`config.mk`:
```
export PLATFORM = sky130hd
export DESIGN_NAME = mouse_position_tracker
export DESIGN_NICKNAME = d
export VERILOG_FILES = /design/src/rtl/mouse_position_tracker.sv
export SDC_FILE = /design/constraint.sdc
export NUM_CORES = 1
export LEC_CHECK = 0
export CAP_MARGIN = 0
export CORE_MARGIN = 2
export CORE_UTILIZATION = 52
export CTS_CLUSTER_DIAMETER = 80
export DETAILED_ROUTE_END_ITERATION = 12
export GPL_ROUTABILITY_DRIVEN = 0
export PLACE_DENSITY_LB_ADDON = 0.15
export SLEW_MARGIN = 20
export SYNTH_ARGS = -nofsm -noshare
export SYNTH_HDL_FRONTEND = slang
export SYNTH_SLANG_ARGS = --single-unit
```
`constraint.sdc`:
```
create_clock -name clk -period 2.8 [get_ports clk]
set_input_delay 0.56 -clock clk [delete_from_list [all_inputs] [get_ports clk]]
set_output_delay 0.56 -clock clk [all_outputs]
set_load 0.05 [all_outputs]
```
`src/rtl/mouse_position_tracker.sv`:
```
// mouse_position_tracker: assembles 3-byte PS/2 mouse packets and accumulates clamped cursor coordinates.
// Optional MOUSE_ACCEL_EN doubles any delta whose magnitude exceeds 8.
module mouse_position_tracker #(
    parameter int SCREEN_W       = 640,
    parameter int SCREEN_H       = 480,
    parameter int INIT_X         = 320,
    parameter int INIT_Y         = 240,
    parameter int TIMEOUT_CYCLES = 50000
) (
    input  logic       clk,
    input  logic       reset,
    input  logic [7:0] rx_data,
    input  logic       rx_valid,
    output logic [9:0] mouse_x,
    output logic [9:0] mouse_y,
    output logic [2:0] buttons,
    output logic       pos_update,
    output logic       sync_err
);
    localparam int CW = $clog2(TIMEOUT_CYCLES + 1);

    typedef enum logic [1:0] {B0, B1, B2, APPLY} state_t;

    state_t            state, state_next;
    logic [6:0]        hdr;
    logic [7:0]        b1, b2;
    logic [CW-1:0]     cnt;
    logic              timeout, err_next;
    logic signed [11:0] dx_raw, dy_raw, dx, dy, nx, ny;
    logic [9:0]        cx, cy;

    assign timeout = (state == B1 || state == B2) && !rx_valid && cnt == CW'(TIMEOUT_CYCLES - 1);
    assign err_next = (rx_valid && ((state == B0 && !rx_data[3]) || state == APPLY)) || timeout;

    always_comb begin
        state_next = state;
        case (state)
            B0:      state_next = (rx_valid && rx_data[3]) ? B1 : B0;
            B1:      state_next = rx_valid ? B2 : (timeout ? B0 : B1);
            B2:      state_next = rx_valid ? APPLY : (timeout ? B0 : B2);
            default: state_next = B0;
        endcase
    end

    // hdr = {y_ovf, x_ovf, y_sign, x_sign, buttons}; header bit 3 is always 1 and not kept
    assign dx_raw = hdr[5] ? 12'sd0 : {{4{hdr[3]}}, b1};
    assign dy_raw = hdr[6] ? 12'sd0 : {{4{hdr[4]}}, b2};
`ifdef MOUSE_ACCEL_EN
    assign dx = (dx_raw > 12'sd8 || dx_raw < -12'sd8) ? dx_raw <<< 1 : dx_raw;
    assign dy = (dy_raw > 12'sd8 || dy_raw < -12'sd8) ? dy_raw <<< 1 : dy_raw;
`else
    assign dx = dx_raw;
    assign dy = dy_raw;
`endif
    assign nx = $signed({2'b00, mouse_x}) + dx;
    assign ny = $signed({2'b00, mouse_y}) - dy;
    assign cx = nx < 12'sd0 ? 10'd0 : (nx > 12'(SCREEN_W - 1) ? 10'(SCREEN_W - 1) : nx[9:0]);
    assign cy = ny < 12'sd0 ? 10'd0 : (ny > 12'(SCREEN_H - 1) ? 10'(SCREEN_H - 1) : ny[9:0]);

    always_ff @(posedge clk) begin
        if (reset) begin
            state      <= B0;
            cnt        <= '0;
            mouse_x    <= 10'(INIT_X);
            mouse_y    <= 10'(INIT_Y);
            buttons    <= '0;
            pos_update <= 1'b0;
            sync_err   <= 1'b0;
        end else begin
            state      <= state_next;
            cnt        <= ((state == B1 || state == B2) && !rx_valid && !timeout) ? cnt + 1'b1 : '0;
            pos_update <= state == APPLY;
            sync_err   <= err_next;
            if (state == APPLY) begin
                mouse_x <= cx;
                mouse_y <= cy;
                buttons <= hdr[2:0];
            end
        end
    end

    always_ff @(posedge clk) begin
        if (rx_valid && state == B0 && rx_data[3]) hdr <= {rx_data[7:4], rx_data[2:0]};
        if (rx_valid && state == B1) b1 <= rx_data;
        if (rx_valid && state == B2) b2 <= rx_data;
    end
endmodule
```
# Word level (Yosys, flattened, before mapping)
# Cells that the tools add are included.
dict set report word_totals {
  word_cells 52
  ff_bits 66
  input_bits 11
  out_inout_bits 25
}
dict set report op_classes {
  n_reduce_logical 18
  eq_ne 4
  order_cmp 4
  mux 12
  add_sub_neg 3
  n_bitwise 1
}
# operator count
set op_table {}
lappend op_table {{2-to-1 mux 10 bit} 4}
lappend op_table {{< comparator 12 x 1 -> 1 bit, second input constant} 2}
lappend op_table {{2-to-1 mux 12 bit} 2}
lappend op_table {{adder 16 x 1 -> 16 bit, second input constant} 1}
lappend op_table {{equality test 16 bit, second input constant} 1}
lappend op_table {{adder 11 x 12 -> 12 bit} 1}
lappend op_table {{greater-than comparator 12 x 10 -> 1 bit, second input constant} 1}
lappend op_table {{greater-than comparator 12 x 11 -> 1 bit, second input constant} 1}
lappend op_table {{subtractor 11 x 12 -> 12 bit} 1}
lappend op_table {{logical AND 1 bit} 10}
lappend op_table {{2-to-1 mux 2 bit} 3}
lappend op_table {{case mux 2 bit (3 select lines)} 1}
lappend op_table {{equality test 2 bit, second input constant} 2}
lappend op_table {{zero test 1 bit} 3}
lappend op_table {{logical OR 1 bit} 3}
lappend op_table {{equality test 2 x 1 -> 1 bit, second input constant} 1}
lappend op_table {{zero test 2 bit} 1}
lappend op_table {{2-to-1 mux 1 bit} 2}
lappend op_table {{OR reduction 2 bit} 1}
lappend op_table {{inverter 1 bit} 1}

# Depth between registers and ports, before layout
# Gate-level depths: netlist (run 1).
dict set report logic_depth {
  ltp_word 8
  depth_mapped 11
  ltp_nobuf 11
}

# Worst setup path after synthesis (run 1)
# Ideal clock, no wire load.
dict set report synth_path {
  kind {reg-to-reg}
  start {reg hdr[5]}
  end {reg mouse_x[8]}
  slack_ns -0.063
  path_buffers 0
  stages_incl_launch_ff 10
  arrival_ns 2.741
  required_time_ns 2.678
  synth_period_minus_slack_ns 2.863
  cell_sequence {edfxtp_1 -> nand2b_1 -> inv_1 -> ha_1 -> a21o_1 -> and2_1 -> or4_4 -> mux2i_2 -> nor3_2 -> a221o_1}
}
dict set report synth_via {
  elab_chain_len 5
}
# item line_no
set synth_rtl {}
lappend synth_rtl {{start, declared} 25} ;# logic [6:0] hdr;
lappend synth_rtl {{start signal, assigned} 83} ;# if (rx_valid && state == B0 && rx_data[3]) hdr <= {rx_data[7:4], rx_data[2:0]};
lappend synth_rtl {{2-to-1 mux 12 bit (*)} 46} ;# assign dx_raw = hdr[5] ? 12'sd0 : {{4{hdr[3]}}, b1};
lappend synth_rtl {{adder 11 x 12 -> 12 bit (*)} 55} ;# assign nx = $signed({2'b00, mouse_x}) + dx;
lappend synth_rtl {{greater-than comparator 12 x 11 -> 1 bit} 57} ;# assign cx = nx < 12'sd0 ? 10'd0 : (nx > 12'(SCREEN_W - 1) ? 10'(SCREEN_W - 1) : nx[9:0]);
lappend synth_rtl {{2-to-1 mux 10 bit} 57}
lappend synth_rtl {{2-to-1 mux 10 bit (*)} 57}
lappend synth_rtl {{end signal, assigned} 64} ;# mouse_x <= 10'(INIT_X);
lappend synth_rtl {{end, declared} 14} ;# output logic [9:0] mouse_x,
# Mark *: on every way between the ends. The rest lies on a longest branch, timed or not.
# A chain may end at the register's enable or synchronous reset.

# Worst setup path after layout (run 1)
# Ends and elaborated chain as after synthesis.

==> results list, run 1 <==
* Tot GR Track Use: 22.7%
- Dividing the detail-routed via count by the number of cells gives 5.57.
* Count of inserted antenna diode cells: 0
- Number of max-slew violations in the final report: 0
- Kind of cell adding the most delay to the critical path: compound AO/OA/AOI/OAI gates
- Number of buffer cells added on primary ports: 35
* Unrepaired setup endpoints after global routing: yes
- Yosys printed 0 warnings.
- Library cell appearing most often on the critical path: sky130_fd_sc_hd__buf_6
- The setup path with the least slack is of type flop to flop.
- The min-delay analysis places its worst path in the category flop to flop.
* FMAX: 360 MHz
- Run status: finished, final reports clean
- For the worst-skew pair, the clock arrives at the later sink with an insertion delay of 0.35 ns.
* Worst setup slack before clock tree synthesis: -0.0176 ns
- Final antenna-violating net count: 0
- The first global-routing pass estimated 13200 um of wire.
- Traced cell by cell, the critical path runs through buf_6 > buf_6 > nor2b_4 > ha_4 > o21a_1 > o2111ai_2 > a21oi_2 > or4_4 > mux2i_4 > nor3_2 > a221o_1.
* Overflow left after global routing: 0
* Proportion of power drawn by combinational gates: 11.5%
- Internal power of the cells: 0.00155 W
* Synth Net Count: 422
- In this run, synthesis produced a sequential element count of 66.
* Post-route clock skew: between 0.006 and 0.007 ns
- Die outline width: slightly below 90 um
* Die Footprint: approximately 0.0077 mm^2
- Filler cells: 530
- Detailed-route via count: between 3000 and 4000
- Area added between synthesis and finish: 27.8%
* Combined buffer and inverter count along the critical path: 2
- Counting along the longest clock path gives a buffer depth of 2.
* Site Rows: 30
- Data on the critical path is required at its endpoint by 3.04 ns.
- Routed wire length per instance: between 15 and 20 um
* Signal arrival time at the worst endpoint: 3.02 ns
* Slowest cell delay on critical path: 0.50 ns
- Worst setup slack after layout: 0.0217 ns
- The netlist uses 58 different library cells.
- H-tree depth: 3
* Vias in the first global route: 2779
* IO Count: 36
- Synth Flop Type: sky130_fd_sc_hd__dfxtp_1
- Starting density of the core: approximately 54%
- Total wire length after detailed routing: 8780 um
- CTS buffer count: 9
* Clock-pin slew on the worst setup and hold paths: 0.08 ns
- Seq/Total Area, Yosys: 42.4%
- Largest fanout on the critical path: 5
* Async set-reset flop share out of synthesis: 0%
* Synth Instances: 381
- The largest individual stage delay along the critical path comes from the cell sky130_fd_sc_hd__or4_4.
* Post-Syn Area: ~0.0037 mm^2
- Period utilization: 99.2%
- CTS tree: done
* Worst Setup Start Kind: flop
- The first TritonRoute pass finished after 4 iterations.
- Final setup violating endpoints: 0
- The routed design could run at a clock period as short as between 2 and 3 ns.
* Total power: 0.00211 W
* Switching power: 0.000558 W
- Of the total power, the share spent switching nets is 26.4%.
- After floorplanning, the core was sized to cover ~0.0068 mm^2.
- Initial antenna violation count: 0
- Cells with a size suffix above 1 make up 16.8% of the layout.
* Final net count: 488
* Largest net degree at the start of global routing: 17
- Number of enable-type register cells in the synthesized netlist: 23
- Max-slew headroom: 66.1%
- Post-detailed-route DRC marker count: 0
- The analysis attributes to cell leakage a power of 1.77 nW.
- The hold violation total from the final report was 0.
- Endpoint class of the critical path: flop
* Height of the die: 87.9 um
* Worst-case vdd ir drop: around 0.32 mV
- Measured slew at the worst slew-check pin: 0.506 ns
* Clock Tree Root: sky130_fd_sc_hd__clkbuf_8
- Mean instance size in the synthesized netlist: 9.60 um^2
- Summed over all nets, the half-perimeter wirelength after detailed placement is 6250 um.
- Across the run, the number of max-cap violations was 0.
* Total power density per cell area: ~450 mW/mm^2
- Number of DRC violations after detailed-routing iteration 0: 174
- Per report_power, the clock group accounts for 40.3% of the total.
* CTS Sinks: 66
* Sequential fraction of design power: 48.2%
## synthesized netlist by cell type (all sizes together) (6+ instances only)
library cell | n | area share [%]
xnor2 | 14 | 3.4
a21oi | 24 | 3.4
nor2 | 40 | 4.1
o211ai | 6 | 1.2
dfxtp | 43 | 24
o21ai | 13 | 1.8
o21a | 6 | 1.3
nand2 | 25 | 2.6
edfxtp | 23 | 19
nor2b | 12 | 2.1
nand3 | 6 | 0.82
nand2b | 13 | 2.2
xor2 | 13 | 3.1
and3 | 9 | 1.5
and2 | 6 | 1.0
nor3 | 8 | 1.2
inv | 17 | 1.7
ha | 28 | 9.6
a22oi | 8 | 1.6
## per-stage QoR
step,hold slack [ns],cell area [um^2],instances,util (%),TNS [ns]
6_report,0.463,4670,548,68.8,0
5_1_grt,0.511,4670,548,68.8,-0.645
4_1_cts,0.469,4480,540,65.9,0
3_5_place_dp,0.450,4250,524,62.6,-0.0265
3_3_place_gp,0.443,4250,524,62.6,0
2_1_floorplan,0.430,3670,381,-,0
## metal layers
layer | up-vias | wire length (um) | track usage [%]
li1 | 1514 | - | -
met1 | 1426 | 3880 | 30.0
met2 | 92 | 4290 | 35.1
met3 | 18 | 433 | 5.56
met4 | 0 | 180 | 10.8
met5 | - | 0 | 0
## area by class of cell
type | instances | area (um^2) | area share (%)
Tap cell | 96 | 120 | 2.57
Timing Repair Buffer | 60 | 549 | 11.8
Clock inverter | 5 | 40.0 | 0.857
Multi-Input combinational cell | 293 | 2170 | 46.5
Clock buffer | 11 | 174 | 3.72
Inverter | 17 | 63.8 | 1.37
Sequential cell | 66 | 1550 | 33.2
## cell usage in the layout, fill, tap and decap left out, types with 3 or more instances in the layout
cell and instances:
sky130_fd_sc_hd__and3_1 9, sky130_fd_sc_hd__or3_1 3, sky130_fd_sc_hd__nand2_1 25, sky130_fd_sc_hd__xnor2_1 13
sky130_fd_sc_hd__nand3_1 6, sky130_fd_sc_hd__buf_6 3, sky130_fd_sc_hd__buf_4 22, sky130_fd_sc_hd__a21o_1 5
sky130_fd_sc_hd__and2_1 6, sky130_fd_sc_hd__nor2b_1 9, sky130_fd_sc_hd__clkbuf_8 9, sky130_fd_sc_hd__a32oi_1 3
sky130_fd_sc_hd__o22ai_1 3, sky130_fd_sc_hd__a22oi_1 7, sky130_fd_sc_hd__edfxtp_1 23, sky130_fd_sc_hd__ha_1 25
sky130_fd_sc_hd__nand2b_4 3, sky130_fd_sc_hd__clkdlybuf4s50_1 35, sky130_fd_sc_hd__a21oi_1 21, sky130_fd_sc_hd__nor3b_1 3
sky130_fd_sc_hd__mux2i_1 3, sky130_fd_sc_hd__xor2_1 13, sky130_fd_sc_hd__nor2_1 39, sky130_fd_sc_hd__inv_1 16
sky130_fd_sc_hd__o21ai_0 10, sky130_fd_sc_hd__o21a_1 5, sky130_fd_sc_hd__dfxtp_1 43, sky130_fd_sc_hd__nor3_1 7
sky130_fd_sc_hd__o211ai_1 6, sky130_fd_sc_hd__or2_2 3, sky130_fd_sc_hd__nand2b_1 10
## sequential cells by signal, indices dropped and copies added, names as in the netlist
name,count
buttons,3
b2,8
sync_err,1
pos_update,1
b1,8
cnt,16
mouse_x,10
mouse_y,10
hdr,7
state,2
## final timing paths
kind | from | slack, ns | cells past startpoint | endpoint
worst max-delay path | hdr[5] | 0.02 | 11 | mouse_x[8]
worst min-delay path | cnt[0] | 0.46 | 1 | cnt[0]
worst max register to register | hdr[5] | 0.02 | 11 | mouse_x[8]
worst min register to register | cnt[0] | 0.46 | 1 | cnt[0]
## worst register-to-register path, stage by stage, from the launching register on
cell and delay, ns:
sky130_fd_sc_hd__edfxtp_1 0.48, sky130_fd_sc_hd__buf_6 0.17, sky130_fd_sc_hd__buf_6 0.12, sky130_fd_sc_hd__nor2b_4 0.14, sky130_fd_sc_hd__ha_4 0.22, sky130_fd_sc_hd__o21a_1 0.22, sky130_fd_sc_hd__o2111ai_2 0.18, sky130_fd_sc_hd__a21oi_2 0.06
sky130_fd_sc_hd__or4_4 0.50, sky130_fd_sc_hd__mux2i_4 0.20, sky130_fd_sc_hd__nor3_2 0.09, sky130_fd_sc_hd__a221o_1 0.29
## cell families after synthesis
logic type	Yosys count	share of synthesized area (%)
and+or+nand+nor	140	20.0
AOI/OAI and AO/OA	92	17.0
DFF	66	42.4
adders and majority gates	30	10.7
xor gates and xnor gates	27	6.47
buffers and inverters	22	2.26
muxes	4	1.20
## power groups by stage
stage               sequential [W]  combinational [W]  clock (W)
global route               0.00102           0.000264   0.000910
detailed placement         0.00104           0.000218          0
floorplan                  0.00105           0.000129          0
finish                     0.00102           0.000243   0.000850
global placement           0.00104           0.000216          0
CTS                        0.00102           0.000221   0.000859
## timing repair
| action | CTS | global route |
|---|---|---|
| gates resized for setup | 2 | 31 |
| setup buffers | 0 | 8 |
| endpoints found under the setup margin | 6 | 19 |
| pin swaps | 1 | 16 |
| hold buffers | 0 | 0 |
No activity file was read; power rests on OpenSTA's default activity.
==> inputs of run 2 (changes only) <==
- MAX_ROUTING_LAYER: unset -> met4
- PLACE_DENSITY: unset -> 0.77
- PLACE_DENSITY_LB_ADDON: 0.15 -> unset
==> run 2 against run 1 <==
  * Non-clock buffer count fell by 3
  * Critical endpoint is now mouse_x[6]
  * Clock skew up 0.0048 ns
  * Sequential share of layout area rose by 0.34 points
  * Utilization fell by 0.70 points
  * Largest cell class unchanged
  * Clock power is 7.6% lower
  * Design area down 1.0%
  * Combinational power down 2%
==> results list, run 2 (same netlist as run 1, synthesis figures left out) <==
- Run status: finished, final reports clean (unchanged).
- The residual DRC count came to 0 (unchanged).
* Die Footprint: 0.00772 mm^2 (unchanged)
- The source-to-sink clock delay at the later pin of the worst-skew pair was 0.34 ns (was 0.35 ns).
- Flip-flop count of the largest register after layout: 16 (unchanged)
- The path category of the worst min-delay check is flop to flop (unchanged).
- The wire length of the first global-routing pass came to 13500 um (was 13200 um).
- The wire length after detailed routing came to 8520 um (was 8780 um).
* Vias in the first global route: 3010 (was 2779)
- Filler cells: 526 (was 530)
* Share of final-layout standard cells stronger than drive strength 1: 16.3% (was 16.8%)
* Clock Tree Root: sky130_fd_sc_hd__clkbuf_8 (unchanged)
* CTS Sinks: 66 (unchanged)
* Kind of cell adding the most delay to the critical path: compound AO/OA/AOI/OAI gates (unchanged)
- The placeable core region came to 0.00679 mm^2 (unchanged).
- The reported max-cap violation count was 0 (unchanged).
* Area added between synthesis and finish: 26.5% (was 27.8%)
- The clock period minus final worst setup slack came to 2.78 ns (about the same).
* Signal arrival time at the worst endpoint: 3.03 ns (was 3.02 ns)
- Post-route clock skew: 0.0116 ns (was 0.00675 ns)
- Number of max-slew violations in the final report: 0 (unchanged)
- Commonest non-fill, non-tap cell in the layout: sky130_fd_sc_hd__dfxtp_1 (unchanged)
- The worst path buffer plus inverter count is 2 (unchanged).
- The total I/O pin count was 36 (unchanged).
* Detailed-route via count: 3107 (was 3050)
- The pin slew with the least headroom to its limit was 0.615 ns (was 0.506 ns).
- The average via count per standard cell is 5.70 (was 5.57).
- The overall fraction of global-route tracks in use is 23.6% (was 22.7%).
- Crit-path cells: buf_4 > nor2b_2 > ha_4 > o21ai_2 > a21oi_4 > o31a_1 > o41ai_4 > mux2i_4 > buf_6 > o211ai_1 > o211ai_1 (was buf_6 > buf_6 > nor2b_4 > ha_4 > o21a_1 > o2111ai_2 > a21oi_2 > or4_4 > mux2i_4 > nor3_2 > a221o_1).
* Classification of the worst setup path: flop to flop (unchanged)
- The maximum vdd ir drop was 0.308 mV (was 0.323 mV).
* Worst Setup Start Kind: flop (unchanged)
- The average wire length per cell after detail routing was 15.6 um (was 16.0 um).
- Hold Worst Slack: 0.471 ns (was 0.463 ns)
- The number of antenna violations at the first check in global routing is 0 (unchanged).
- Largest fanout on the critical path: 8 (was 5)
- Endpoint class of the critical path: flop (unchanged)
- Final antenna-violating net count: 0 (unchanged)
- Total power density per cell area: 441 mW/mm^2 (was 451 mW/mm^2)
- Hold violation count in the final report: 0 (unchanged)
- Unrepaired setup endpoints after global routing: yes (unchanged).
- The starting density of the core was 53.8% (unchanged).
* Slowest cell delay on critical path: 0.48 ns (was 0.50 ns)
* Period utilization: 99.2% (about the same)
- Required time reported for the critical path endpoint: 3.05 ns (was 3.04 ns)
* Final core area utilization: 68.1% (was 68.8%)
* Area after detailed placement: 0.00424 mm^2 (was 0.00425 mm^2)
* Count of inserted antenna diode cells: 0 (unchanged)
- The footprint of the multi-input gates came to 0.00217 mm^2 (about the same).
* H-tree depth: 3 (unchanged)
- The CTS buffer count came to 9 (unchanged).
- Highest-count cells in the layout ignoring fill and taps: 43 x sky130_fd_sc_hd__dfxtp_1, 39 x sky130_fd_sc_hd__nor2_1, 35 x sky130_fd_sc_hd__clkdlybuf4s50_1 (unchanged)
- Router iterations before antenna repair: 5 (was 4)
- The area taken by flip-flops and latches came to 0.00155 mm^2 (unchanged).
- The achievable clock frequency is 360 MHz (about the same).
- Registers with the most flip-flops: cnt (16), mouse_x (10), mouse_y (10) (unchanged)
- CTS tree: done (unchanged)
- Height of the die: 87.9 um (unchanged)
- The critical-path cell with the highest stage delay is sky130_fd_sc_hd__edfxtp_1 (was sky130_fd_sc_hd__or4_4).
- The maximum buffer depth of the clock tree is 2 (unchanged).
* Final instance area: 0.00463 mm^2 (was 0.00467 mm^2)
- Final setup violating endpoints: 0 (unchanged)
- The leakage component of the power is 1.75 nW (was 1.77 nW).
- Register with the highest flop count: cnt (unchanged)
- Die outline width: 87.9 um (unchanged)
- Site Rows: 30 (unchanged)
- Max-slew headroom: 59.0% (was 66.1%)
- The initial DRC count was 223 (was 174).
- Clock-pin slew on the worst setup and hold paths: 0.06 ns (was 0.08 ns)
- Number of buffer cells added on primary ports: 35 (unchanged)
- The global route total overflow is 0 (unchanged).
- The number of nets at the end of the flow came to 485 (was 488).
* Final sum of negative setup slack: 0 ns (unchanged)
* Library cell appearing most often on the critical path: sky130_fd_sc_hd__o211ai_1 (was sky130_fd_sc_hd__buf_6)
* Post-DP HPWL: 6210 um (was 6250 um)
- Largest net degree at the start of global routing: 17 (unchanged)
[run 2: worst register-to-register path, cell delays in order, from the launching register on]
cell and delay [ns]:
sky130_fd_sc_hd__edfxtp_1 0.48, sky130_fd_sc_hd__buf_4 0.19, sky130_fd_sc_hd__nor2b_2 0.17, sky130_fd_sc_hd__ha_4 0.24
sky130_fd_sc_hd__o21ai_2 0.16, sky130_fd_sc_hd__a21oi_4 0.05, sky130_fd_sc_hd__o31a_1 0.36, sky130_fd_sc_hd__o41ai_4 0.30
sky130_fd_sc_hd__mux2i_4 0.31, sky130_fd_sc_hd__buf_6 0.17, sky130_fd_sc_hd__o211ai_1 0.12, sky130_fd_sc_hd__o211ai_1 0.15
[run 2: path summary, 6_finish.rpt]
kind	start	depth (start not counted)	endpoint	slack [ns]
setup / recovery	hdr[5]	11	mouse_x[6]	0.02
hold / removal	cnt[0]	1	cnt[0]	0.47
setup reg to reg	hdr[5]	11	mouse_x[6]	0.02
hold reg to reg	cnt[0]	1	cnt[0]	0.47
[run 2: final cells by class]
type / count / area share (%)
clock inverter: 1 / 0.108
inverter: 17 / 1.38
timing repair buffer: 57 / 11.2
clock buffer: 15 / 4.27
sequential: 66 / 33.5
tap: 96 / 2.60
multi-input combinational: 293 / 46.9
[run 2: report_power, final]
| part | switching [W] | leakage, nW | internal [W] |
|---|---|---|---|
| Clock | 0.000337 | 0.105 | 0.000448 |
| Combinational | 0.000134 | 1.08 | 0.000106 |
| Sequential | 0.00000843 | 0.557 | 0.00101 |
[run 2: repair_timing]
item	4_1_cts	5_1_grt
pin swaps	0	8
gates resized for setup	3	28
endpoints found under the setup margin	7	19
hold buffers	0	0
buffers inserted	0	7
hold endpoints to repair	0	0
[run 2: through the flow]
| stage | instances | setup slack (ns) | power, W |
|---|---|---|---|
| 4_1_cts | 538 | 0.00778 | 0.00203 |
| 3_5_place_dp | 522 | -0.0942 | 0.00125 |
| 2_1_floorplan | 381 | 0.0334 | 0.00117 |
| 3_3_place_gp | 522 | 0.0991 | 0.00125 |
| 6_report | 545 | 0.0228 | 0.00204 |
| 5_1_grt | 545 | -0.0717 | 0.00212 |
[run 2: per-layer routing]
| layer | track usage, % | part of all wire [%] |
|---|---|---|
| met2 | 38.8 | 50 |
| met5 | - | 0 |
| met3 | 7.35 | 5.8 |
| met4 | 6.71 | 1.3 |
| met1 | 27.9 | 43 |
==> inputs of run 3 (changes only) <==
- CAP_MARGIN: 0 -> 20
- CTS_CLUSTER_DIAMETER: 80 -> unset
==> results of run 3 <==
Final layout, timing and power as in run 2 (identical DEF).
